**src/rtl/vp_validate_if.sv**
```systemverilog
// vp_validate_if: bundles the E1 prediction, writeback and feedback signals
// of vp_validate. Optional statistics outputs exist only when
// VP_VALIDATE_STATS_EN is defined.
interface vp_validate_if;
    logic [1:0][31:1] pred_pc_e1_i;
    logic [1:0][31:0] pred_result_e1_i;
    logic [1:0]       pred_conf_e1_i;
    logic [1:0]       pred_valid_e1_i;
    logic [1:0][31:1] wb_pc_i;
    logic [1:0][31:0] wb_result_i;
    logic [1:0]       wb_valid_i;
    logic             flush_i;
    logic [1:0][31:1] fb_pc_o;
    logic [1:0][31:0] fb_actual_o;
    logic [1:0]       fb_mispredict_o;
    logic [1:0]       fb_conf_o;
    logic [1:0]       fb_valid_o;
    logic             full_o;
    logic             empty_o;
    logic             overflow_o;
    logic             pc_err_o;
`ifdef VP_VALIDATE_STATS_EN
    logic [31:0]      stat_pred_o;
    logic [31:0]      stat_mispred_o;
    logic [31:0]      stat_conf_mispred_o;
`endif

    modport master (
        output pred_pc_e1_i, pred_result_e1_i, pred_conf_e1_i, pred_valid_e1_i,
        output wb_pc_i, wb_result_i, wb_valid_i, flush_i,
        input  fb_pc_o, fb_actual_o, fb_mispredict_o, fb_conf_o, fb_valid_o,
        input  full_o, empty_o, overflow_o, pc_err_o
`ifdef VP_VALIDATE_STATS_EN
        , input stat_pred_o, stat_mispred_o, stat_conf_mispred_o
`endif
    );

    modport slave (
        input  pred_pc_e1_i, pred_result_e1_i, pred_conf_e1_i, pred_valid_e1_i,
        input  wb_pc_i, wb_result_i, wb_valid_i, flush_i,
        output fb_pc_o, fb_actual_o, fb_mispredict_o, fb_conf_o, fb_valid_o,
        output full_o, empty_o, overflow_o, pc_err_o
`ifdef VP_VALIDATE_STATS_EN
        , output stat_pred_o, stat_mispred_o, stat_conf_mispred_o
`endif
    );
endinterface

```
**src/rtl/vp_validate.sv**
```systemverilog
// vp_validate: in-order queue of E1 value predictions, popped at writeback
// and compared with the actual result; feedback is registered one cycle.
// Optional macro VP_VALIDATE_STATS_EN adds saturating 32-bit counters of
// feedback lanes, mispredicts and confident mispredicts.
module vp_validate #(
    parameter int P_DEPTH    = 16,
    parameter int P_NUM_PRED = 2
) (
    input  logic         clk_i,
    input  logic         rst_i,
    vp_validate_if.slave bus
);
    localparam int AW = $clog2(P_DEPTH);
    localparam int CW = AW + 1;

    typedef struct packed {
        logic [31:1] pc;
        logic [31:0] result;
        logic        conf;
    } entry_t;

    entry_t           mem_q [P_DEPTH];
    entry_t           mem_d [P_DEPTH];
    logic [AW-1:0]    wr_ptr_q, wr_ptr_d;
    logic [AW-1:0]    rd_ptr_q, rd_ptr_d;
    logic [CW-1:0]    count_q, count_d;
    logic [1:0]       fb_valid_q, fb_valid_d;
    logic [1:0]       fb_mispredict_q, fb_mispredict_d;
    logic [1:0]       fb_conf_q, fb_conf_d;
    logic [1:0][31:1] fb_pc_q, fb_pc_d;
    logic [1:0][31:0] fb_actual_q, fb_actual_d;
    logic             full_q, full_d;
    logic             empty_q, empty_d;
    logic             overflow_q, overflow_d;
    logic             pc_err_q, pc_err_d;

    logic [CW-1:0]    free_slots;
    logic [1:0]       n_req, n_push, n_wb, n_pop;
    entry_t           push_ent [2];
    entry_t           pop_ent;
    logic [1:0][31:1] wb_pc_c;
    logic [1:0][31:0] wb_res_c;

    // Lane compaction and push/pop limiting against the cycle-start count.
    always_comb begin
        push_ent[0].pc     = bus.pred_valid_e1_i[0] ? bus.pred_pc_e1_i[0] : bus.pred_pc_e1_i[1];
        push_ent[0].result = bus.pred_valid_e1_i[0] ? bus.pred_result_e1_i[0] : bus.pred_result_e1_i[1];
        push_ent[0].conf   = bus.pred_valid_e1_i[0] ? bus.pred_conf_e1_i[0] : bus.pred_conf_e1_i[1];
        push_ent[1].pc     = bus.pred_pc_e1_i[1];
        push_ent[1].result = bus.pred_result_e1_i[1];
        push_ent[1].conf   = bus.pred_conf_e1_i[1];

        wb_pc_c[0]  = bus.wb_valid_i[0] ? bus.wb_pc_i[0] : bus.wb_pc_i[1];
        wb_res_c[0] = bus.wb_valid_i[0] ? bus.wb_result_i[0] : bus.wb_result_i[1];
        wb_pc_c[1]  = bus.wb_pc_i[1];
        wb_res_c[1] = bus.wb_result_i[1];

        n_req = {1'b0, bus.pred_valid_e1_i[0]} + {1'b0, bus.pred_valid_e1_i[1]};
        n_wb  = {1'b0, bus.wb_valid_i[0]} + {1'b0, bus.wb_valid_i[1]};

        free_slots = CW'(P_DEPTH) - count_q;

        if (free_slots >= CW'(2)) begin
            n_push = n_req;
        end else if (free_slots == CW'(1)) begin
            n_push = (n_req != 2'd0) ? 2'd1 : 2'd0;
        end else begin
            n_push = 2'd0;
        end

        if (count_q >= CW'(2)) begin
            n_pop = n_wb;
        end else if (count_q == CW'(1)) begin
            n_pop = (n_wb != 2'd0) ? 2'd1 : 2'd0;
        end else begin
            n_pop = 2'd0;
        end
    end

    // Next state: storage writes, pointer/count update, feedback compare.
    always_comb begin
        mem_d           = mem_q;
        wr_ptr_d        = wr_ptr_q;
        rd_ptr_d        = rd_ptr_q;
        count_d         = count_q;
        fb_valid_d      = '0;
        fb_mispredict_d = fb_mispredict_q;
        fb_conf_d       = fb_conf_q;
        fb_pc_d         = fb_pc_q;
        fb_actual_d     = fb_actual_q;
        overflow_d      = 1'b0;
        pc_err_d        = 1'b0;
        pop_ent         = '0;

        if (bus.flush_i) begin
            wr_ptr_d = '0;
            rd_ptr_d = '0;
            count_d  = '0;
        end else begin
            for (int i = 0; i < 2; i++) begin
                if (2'(i) < n_push) begin
                    mem_d[wr_ptr_q + AW'(i)] = push_ent[i];
                end
            end

            // Popped entries land on fb lanes in compacted wb order.
            for (int k = 0; k < P_NUM_PRED; k++) begin
                if (2'(k) < n_pop) begin
                    pop_ent = mem_q[rd_ptr_q + AW'(k)];
                    if (pop_ent.pc == wb_pc_c[k]) begin
                        fb_valid_d[k]      = 1'b1;
                        fb_mispredict_d[k] = (pop_ent.result != wb_res_c[k]);
                        fb_conf_d[k]       = pop_ent.conf;
                        fb_pc_d[k]         = wb_pc_c[k];
                        fb_actual_d[k]     = wb_res_c[k];
                    end else begin
                        pc_err_d = 1'b1;
                    end
                end
            end

            overflow_d = (n_push != n_req);
            wr_ptr_d   = wr_ptr_q + AW'(n_push);
            rd_ptr_d   = rd_ptr_q + AW'(n_pop);
            count_d    = count_q + CW'(n_push) - CW'(n_pop);
        end

        full_d  = (count_d > CW'(P_DEPTH - 2));
        empty_d = (count_d == '0);
    end

    // Queue storage; contents are don't-care after reset.
    always_ff @(posedge clk_i) begin
        mem_q <= mem_d;
    end

    // Control and feedback registers with synchronous reset.
    always_ff @(posedge clk_i) begin
        if (rst_i) begin
            wr_ptr_q        <= '0;
            rd_ptr_q        <= '0;
            count_q         <= '0;
            fb_valid_q      <= '0;
            fb_mispredict_q <= '0;
            fb_conf_q       <= '0;
            fb_pc_q         <= '0;
            fb_actual_q     <= '0;
            full_q          <= 1'b0;
            empty_q         <= 1'b1;
            overflow_q      <= 1'b0;
            pc_err_q        <= 1'b0;
        end else begin
            wr_ptr_q        <= wr_ptr_d;
            rd_ptr_q        <= rd_ptr_d;
            count_q         <= count_d;
            fb_valid_q      <= fb_valid_d;
            fb_mispredict_q <= fb_mispredict_d;
            fb_conf_q       <= fb_conf_d;
            fb_pc_q         <= fb_pc_d;
            fb_actual_q     <= fb_actual_d;
            full_q          <= full_d;
            empty_q         <= empty_d;
            overflow_q      <= overflow_d;
            pc_err_q        <= pc_err_d;
        end
    end

    assign bus.fb_pc_o         = fb_pc_q;
    assign bus.fb_actual_o     = fb_actual_q;
    assign bus.fb_mispredict_o = fb_mispredict_q;
    assign bus.fb_conf_o       = fb_conf_q;
    assign bus.fb_valid_o      = fb_valid_q;
    assign bus.full_o          = full_q;
    assign bus.empty_o         = empty_q;
    assign bus.overflow_o      = overflow_q;
    assign bus.pc_err_o        = pc_err_q;

`ifdef VP_VALIDATE_STATS_EN
    logic [31:0] stat_pred_q, stat_pred_d;
    logic [31:0] stat_mispred_q, stat_mispred_d;
    logic [31:0] stat_conf_mispred_q, stat_conf_mispred_d;
    logic [1:0]  mis_lanes, conf_mis_lanes;

    function automatic logic [31:0] sat_add(input logic [31:0] a, input logic [1:0] lanes);
        logic [32:0] sum;
        sum = {1'b0, a} + 33'(lanes[0]) + 33'(lanes[1]);
        return sum[32] ? 32'hFFFF_FFFF : sum[31:0];
    endfunction

    // Counters track the feedback being registered this cycle; flush leaves them alone.
    always_comb begin
        mis_lanes           = fb_valid_d & fb_mispredict_d;
        conf_mis_lanes      = mis_lanes & fb_conf_d;
        stat_pred_d         = sat_add(stat_pred_q, fb_valid_d);
        stat_mispred_d      = sat_add(stat_mispred_q, mis_lanes);
        stat_conf_mispred_d = sat_add(stat_conf_mispred_q, conf_mis_lanes);
    end

    // Statistics registers, cleared only by reset.
    always_ff @(posedge clk_i) begin
        if (rst_i) begin
            stat_pred_q         <= '0;
            stat_mispred_q      <= '0;
            stat_conf_mispred_q <= '0;
        end else begin
            stat_pred_q         <= stat_pred_d;
            stat_mispred_q      <= stat_mispred_d;
            stat_conf_mispred_q <= stat_conf_mispred_d;
        end
    end

    assign bus.stat_pred_o         = stat_pred_q;
    assign bus.stat_mispred_o      = stat_mispred_q;
    assign bus.stat_conf_mispred_o = stat_conf_mispred_q;
`endif
endmodule

```
**src/flat_wrapper.sv**
```systemverilog
// flat-port wrapper written by rule: the top's interface ports become plain ports
module vp_validate_flat 
#(
    parameter int P_DEPTH    = 16,
    parameter int P_NUM_PRED = 2
)
  (clk_i, rst_i, bus_pred_pc_e1_i, bus_pred_result_e1_i, bus_pred_conf_e1_i, bus_pred_valid_e1_i, bus_wb_pc_i, bus_wb_result_i, bus_wb_valid_i, bus_flush_i, bus_fb_pc_o, bus_fb_actual_o, bus_fb_mispredict_o, bus_fb_conf_o, bus_fb_valid_o, bus_full_o, bus_empty_o, bus_overflow_o, bus_pc_err_o);
  vp_validate_if bus_i ();
  input  logic clk_i;
  input  logic rst_i;
  input wire logic [$bits(bus_i.pred_pc_e1_i)-1:0] bus_pred_pc_e1_i;
  input wire logic [$bits(bus_i.pred_result_e1_i)-1:0] bus_pred_result_e1_i;
  input wire logic [$bits(bus_i.pred_conf_e1_i)-1:0] bus_pred_conf_e1_i;
  input wire logic [$bits(bus_i.pred_valid_e1_i)-1:0] bus_pred_valid_e1_i;
  input wire logic [$bits(bus_i.wb_pc_i)-1:0] bus_wb_pc_i;
  input wire logic [$bits(bus_i.wb_result_i)-1:0] bus_wb_result_i;
  input wire logic [$bits(bus_i.wb_valid_i)-1:0] bus_wb_valid_i;
  input wire logic [$bits(bus_i.flush_i)-1:0] bus_flush_i;
  output wire logic [$bits(bus_i.fb_pc_o)-1:0] bus_fb_pc_o;
  output wire logic [$bits(bus_i.fb_actual_o)-1:0] bus_fb_actual_o;
  output wire logic [$bits(bus_i.fb_mispredict_o)-1:0] bus_fb_mispredict_o;
  output wire logic [$bits(bus_i.fb_conf_o)-1:0] bus_fb_conf_o;
  output wire logic [$bits(bus_i.fb_valid_o)-1:0] bus_fb_valid_o;
  output wire logic [$bits(bus_i.full_o)-1:0] bus_full_o;
  output wire logic [$bits(bus_i.empty_o)-1:0] bus_empty_o;
  output wire logic [$bits(bus_i.overflow_o)-1:0] bus_overflow_o;
  output wire logic [$bits(bus_i.pc_err_o)-1:0] bus_pc_err_o;
  assign bus_i.pred_pc_e1_i = bus_pred_pc_e1_i;
  assign bus_i.pred_result_e1_i = bus_pred_result_e1_i;
  assign bus_i.pred_conf_e1_i = bus_pred_conf_e1_i;
  assign bus_i.pred_valid_e1_i = bus_pred_valid_e1_i;
  assign bus_i.wb_pc_i = bus_wb_pc_i;
  assign bus_i.wb_result_i = bus_wb_result_i;
  assign bus_i.wb_valid_i = bus_wb_valid_i;
  assign bus_i.flush_i = bus_flush_i;
  assign bus_fb_pc_o = bus_i.fb_pc_o;
  assign bus_fb_actual_o = bus_i.fb_actual_o;
  assign bus_fb_mispredict_o = bus_i.fb_mispredict_o;
  assign bus_fb_conf_o = bus_i.fb_conf_o;
  assign bus_fb_valid_o = bus_i.fb_valid_o;
  assign bus_full_o = bus_i.full_o;
  assign bus_empty_o = bus_i.empty_o;
  assign bus_overflow_o = bus_i.overflow_o;
  assign bus_pc_err_o = bus_i.pc_err_o;
  vp_validate #(.P_DEPTH(P_DEPTH), .P_NUM_PRED(P_NUM_PRED)) u_core (.clk_i(clk_i), .rst_i(rst_i), .bus(bus_i));
endmodule
```
**config.mk**
```make
export PLATFORM = sky130hd
export DESIGN_NAME = vp_validate_flat
export DESIGN_NICKNAME = d
export VERILOG_FILES = /design/src/rtl/vp_validate_if.sv /design/src/rtl/vp_validate.sv /design/src/flat_wrapper.sv
export SDC_FILE = /design/constraint.sdc
export NUM_CORES = 2
export LEC_CHECK = 0
export BUFFER_PORTS_ARGS = -buffer_cell sky130_fd_sc_hd__buf_2
export CAP_MARGIN = 40
export CELL_PAD_IN_SITES_DETAIL_PLACEMENT = 0
export CELL_PAD_IN_SITES_GLOBAL_PLACEMENT = 1
export CORE_MARGIN = 2
export CORE_UTILIZATION = 25
export DETAILED_ROUTE_END_ITERATION = 6
export PLACE_DENSITY = 0.54
export SLEW_MARGIN = 0
export SYNTH_ARGS = -nofsm -noshare
export SYNTH_HDL_FRONTEND = slang
export SYNTH_SLANG_ARGS = --single-unit
```
**constraint.sdc**
```tcl
create_clock -name clk_i -period 23.8 [get_ports clk_i]
set_input_delay 2.38 -clock clk_i [delete_from_list [all_inputs] [get_ports clk_i]]
set_output_delay 2.38 -clock clk_i [all_outputs]
set_load 0.01 [all_outputs]
```
==> results.sh <==
export IMPL_num_rows=204
export IMPL_antenna_found_initial=53
export IMPL_endpoint_kind="register"
export IMPL_rsz0062_at_grt="no"
export IMPL_post_synth_cell_area_avg_um2=11.5
export IMPL_use_met3_pct=2.96
export IMPL_cts_buffer_depth=4
export IMPL_ios=397
export IMPL_grt_max_degree=174
export IMPL_via_per_inst=5.31
export IMPL_num_vias=58100
export IMPL_grtUsageMet1_pct=27.6
export IMPL_die_area_um2=313000
export IMPL_synth_cell_area_um2=77200
export IMPL_cts_tree="built"
export IMPL_grt_pass1_wl_um=462000
export IMPL_postCtsHoldBufs=0
export IMPL_synth_xor_area_share_pct=1.59
export IMPL_drt_iter0_drc=6408
export IMPL_power_density_nw_per_um2=78.7
export IMPL_clock_fmax_mhz=145
export IMPL_start_util_pct=25.1
export IMPL_p_sw_share_pct=33.3
export IMPL_seq_power_share_pct=37.8
export IMPL_netlist_instances=6725
export IMPL_pre_cts_ws_ns=16.22
export IMPL_critical_path_peak_fanout=87
export IMPL_status="complete, no violations"
export IMPL_synth_top_family_by_area="multiplexers"
export IMPL_dieHeight_um=560
export IMPL_avgRoutedWirePerCell_um=30.2
export IMPL_startpoint_type="register"
export IMPL_synth_commonest_cells="1199 x mux2i_1, 1092 x o21ai_0, 1091 x nand2_1, 1024 x edfxtp_1, 539 x mux4_2"
export IMPL_drc=0
export IMPL_finClkSkew_ns=0.0445
export IMPL_yosysTopAreaCellShare_pct=39.8
export IMPL_synth_area_top_cells="edfxtp_1 40%, mux4_2 16%, mux2i_1 16%"
export IMPL_routed_wl_um=331000
export IMPL_clock_root_buffer="clkbuf_16"
export IMPL_setup_ws_ns=16.91
export IMPL_vdd_ir_drop_max_v=0.0000527
export IMPL_dp_hpwl_um=200000
export IMPL_synthSimpleGateAreaFrac_pct=7.52
export IMPL_finalCritPeriodShare_pct=29.0
export IMPL_synth_edf_count=1024
export IMPL_area_growth_pct=13.6
export IMPL_clock_sinks=1173
export IMPL_finalNetCount=6975
export IMPL_final_layout_size_suffix_gt1_share_pct=21.3
export IMPL_max_cap_violations=0
export IMPL_synth_compound_area_share_pct=9.30
export IMPL_detailedRoute_firstPassIterationCount=6
export IMPL_htree_num_levels=4
export IMPL_synth_nets=7010
export IMPL_post_cts_setup_buffers=0
export IMPL_hp_class="reg -> reg"
export IMPL_intPower_mw=4.60
export IMPL_arrival_ns=7.56
export IMPL_cts_resized=0
export IMPL_busiest_layer="met2"
export IMPL_yosys_area_top_type="edfxtp_1"
export IMPL_use_met2_pct=33.5
export IMPL_die_x_um=560
export IMPL_setup_tns_ns=0
export IMPL_crit_type="reg -> reg"
export IMPL_grt_pass1_vias=55700
export IMPL_period_needed_ns=6.89
export IMPL_grt_use_total_pct=20.4
export IMPL_worstMarginPinSlew_ns=1.06
export IMPL_p_comb_share_pct=30.0
export IMPL_p_sw_mw=2.30
export IMPL_async_flop_share_pct=0
export IMPL_clk_pin_slew_ns=0.06
export IMPL_cp_required_ns=24.47
export IMPL_numCtsBuffers=150
export IMPL_hold_violations=0
export IMPL_dominantRegCellSynth="edfxtp_1"
export IMPL_synth_area_mux_share_pct=32.7
export IMPL_yosys_register_bits=1173
export IMPL_synth_most_common_cell="mux2i_1"
export IMPL_setup_violations_final=0
export IMPL_synth_fa_ha_area_share_pct=0.421
export IMPL_place_congestion=0.839
export IMPL_port_buffers=396
export IMPL_postRouteAntennaNets=0
export IMPL_slew_viol_final=0
export IMPL_p_clk_share_pct=32.2
export IMPL_r2r_setup_slack_ns=16.91
export IMPL_yosysSeqAreaShare_pct=43.7
export IMPL_synth_cell_types=63
export IMPL_yosys_warnings=0
export IMPL_core_area_um2=308000
export IMPL_p_leak_nw=28.6
export IMPL_slew_headroom_pct=29.4
export IMPL_gr_total_overflow=0
export IMPL_clock_latency_ns=0.83
per-layer routing:
metal / share of wire (%) / vias to the layer above
li1: - / 25300
met1: 43 / 29800
met2: 48 / 2422
met3: 6.4 / 464
met4: 3.0 / 30
met5: 0.054 / -
registers in the layout, summed over array words and instances (netlist names):
| signal | count |
|---|---|
| u_core.mem_q | 1024 |
| u_core.bus.fb_mispredict_o | 2 |
| u_core.bus.empty_o | 1 |
| u_core.bus.fb_actual_o | 64 |
| u_core.wr_ptr_q | 4 |
| u_core.bus.fb_conf_o | 2 |
| u_core.bus.full_o | 1 |
| u_core.rd_ptr_q | 4 |
| u_core.bus.overflow_o | 1 |
| u_core.bus.pc_err_o | 1 |
| u_core.bus.fb_pc_o | 62 |
| u_core.bus.fb_valid_o | 2 |
| u_core.count_q | 5 |
power by group through the flow:
stage / Combinational, mW / Sequential, mW / Clock, mW
floorplan: 1.43 / 2.63 / 0
global placement: 2.02 / 2.64 / 0
detailed placement: 2.07 / 2.64 / 0
CTS: 2.07 / 2.60 / 2.26
global route: 2.19 / 2.63 / 2.32
finish: 2.07 / 2.61 / 2.22
critical path, cell delays in order, from the launching register on:
cell             delay (ns)
dfxtp_4                0.96
ha_4                   0.77
buf_4                  0.35
buf_16                 0.29
buf_12                 0.51
mux4_2                 0.64
a22oi_1                0.61
a21oi_1                0.15
nand4b_1               0.21
nor4_1                 0.33
clkdlybuf4s18_2        0.32
nand4_1                0.33
buf_4                  0.42
nor4_1                 0.34
nor3_1                 0.07
final timing paths:
check | endpoint | from | depth (start not counted)
min | u_core.bus.fb_pc_o[13]$_SDFFE_PP0P_ | u_core.bus.fb_pc_o[13]$_SDFFE_PP0P_ | 2
max | u_core.bus.fb_mispredict_o[1]$_SDFFE_PP0P_ | u_core.rd_ptr_q[0]$_SDFF_PP0_ | 14
max reg2reg | u_core.bus.fb_mispredict_o[1]$_SDFFE_PP0P_ | u_core.rd_ptr_q[0]$_SDFF_PP0_ | 14
min reg2reg | u_core.bus.fb_pc_o[13]$_SDFFE_PP0P_ | u_core.bus.fb_pc_o[13]$_SDFFE_PP0P_ | 2
per-stage QoR:
step	hold slack [ns]	std cells	util (%)	area (µm²)	power [mW]
after floorplan	0.476	6725	-	77200	4.06
after global placement	0.439	10600	26.7	82200	4.66
after detailed placement	0.444	10700	27.0	83200	4.71
after CTS	0.452	10900	28.5	87700	6.94
after global routing	0.469	10900	28.5	87700	7.14
final	0.453	10900	28.5	87700	6.90
logic make-up (layout without fill, tap and decap cells):
| group | count (synthesis) | count (layout) |
|---|---|---|
| buf+inv | 803 | 878 |
| simple gates | 1403 | 1403 |
| xor+xnor | 140 | 140 |
| flops | 1173 | 1173 |
| compound gates | 1344 | 1344 |
| other cells | 0 | 21 |
| mux | 1837 | 1837 |
| fa+ha+maj | 25 | 25 |
layout by cell type, fill, tap and decap left out, types with 46 or more instances in the layout:
| cell | count |
|---|---|
| nor2_1 | 82 |
| clkbuf_16 | 154 |
| a22o_1 | 46 |
| o21ai_0 | 1092 |
| mux2i_1 | 1196 |
| a21oi_1 | 102 |
| edfxtp_1 | 1024 |
| mux4_2 | 539 |
| dfxtp_1 | 145 |
| nand2_1 | 1090 |
| inv_1 | 55 |
| xnor2_1 | 103 |
| mux2_2 | 98 |
| nand3_1 | 86 |
| buf_2 | 393 |
| buf_4 | 107 |
layout make-up:
class / instances / area (µm²)
Inverter: 59 / 230
Antenna cell: 21 / 52.6
Sequential cell: 1173 / 33700
Fill cell: 31600 / 220000
Timing Repair Buffer: 557 / 4070
Tap cell: 4120 / 5150
Clock inverter: 60 / 404
Clock buffer: 202 / 4070
Multi-Input combinational cell: 4749 / 40000
(Power assumes the default switching activity.)
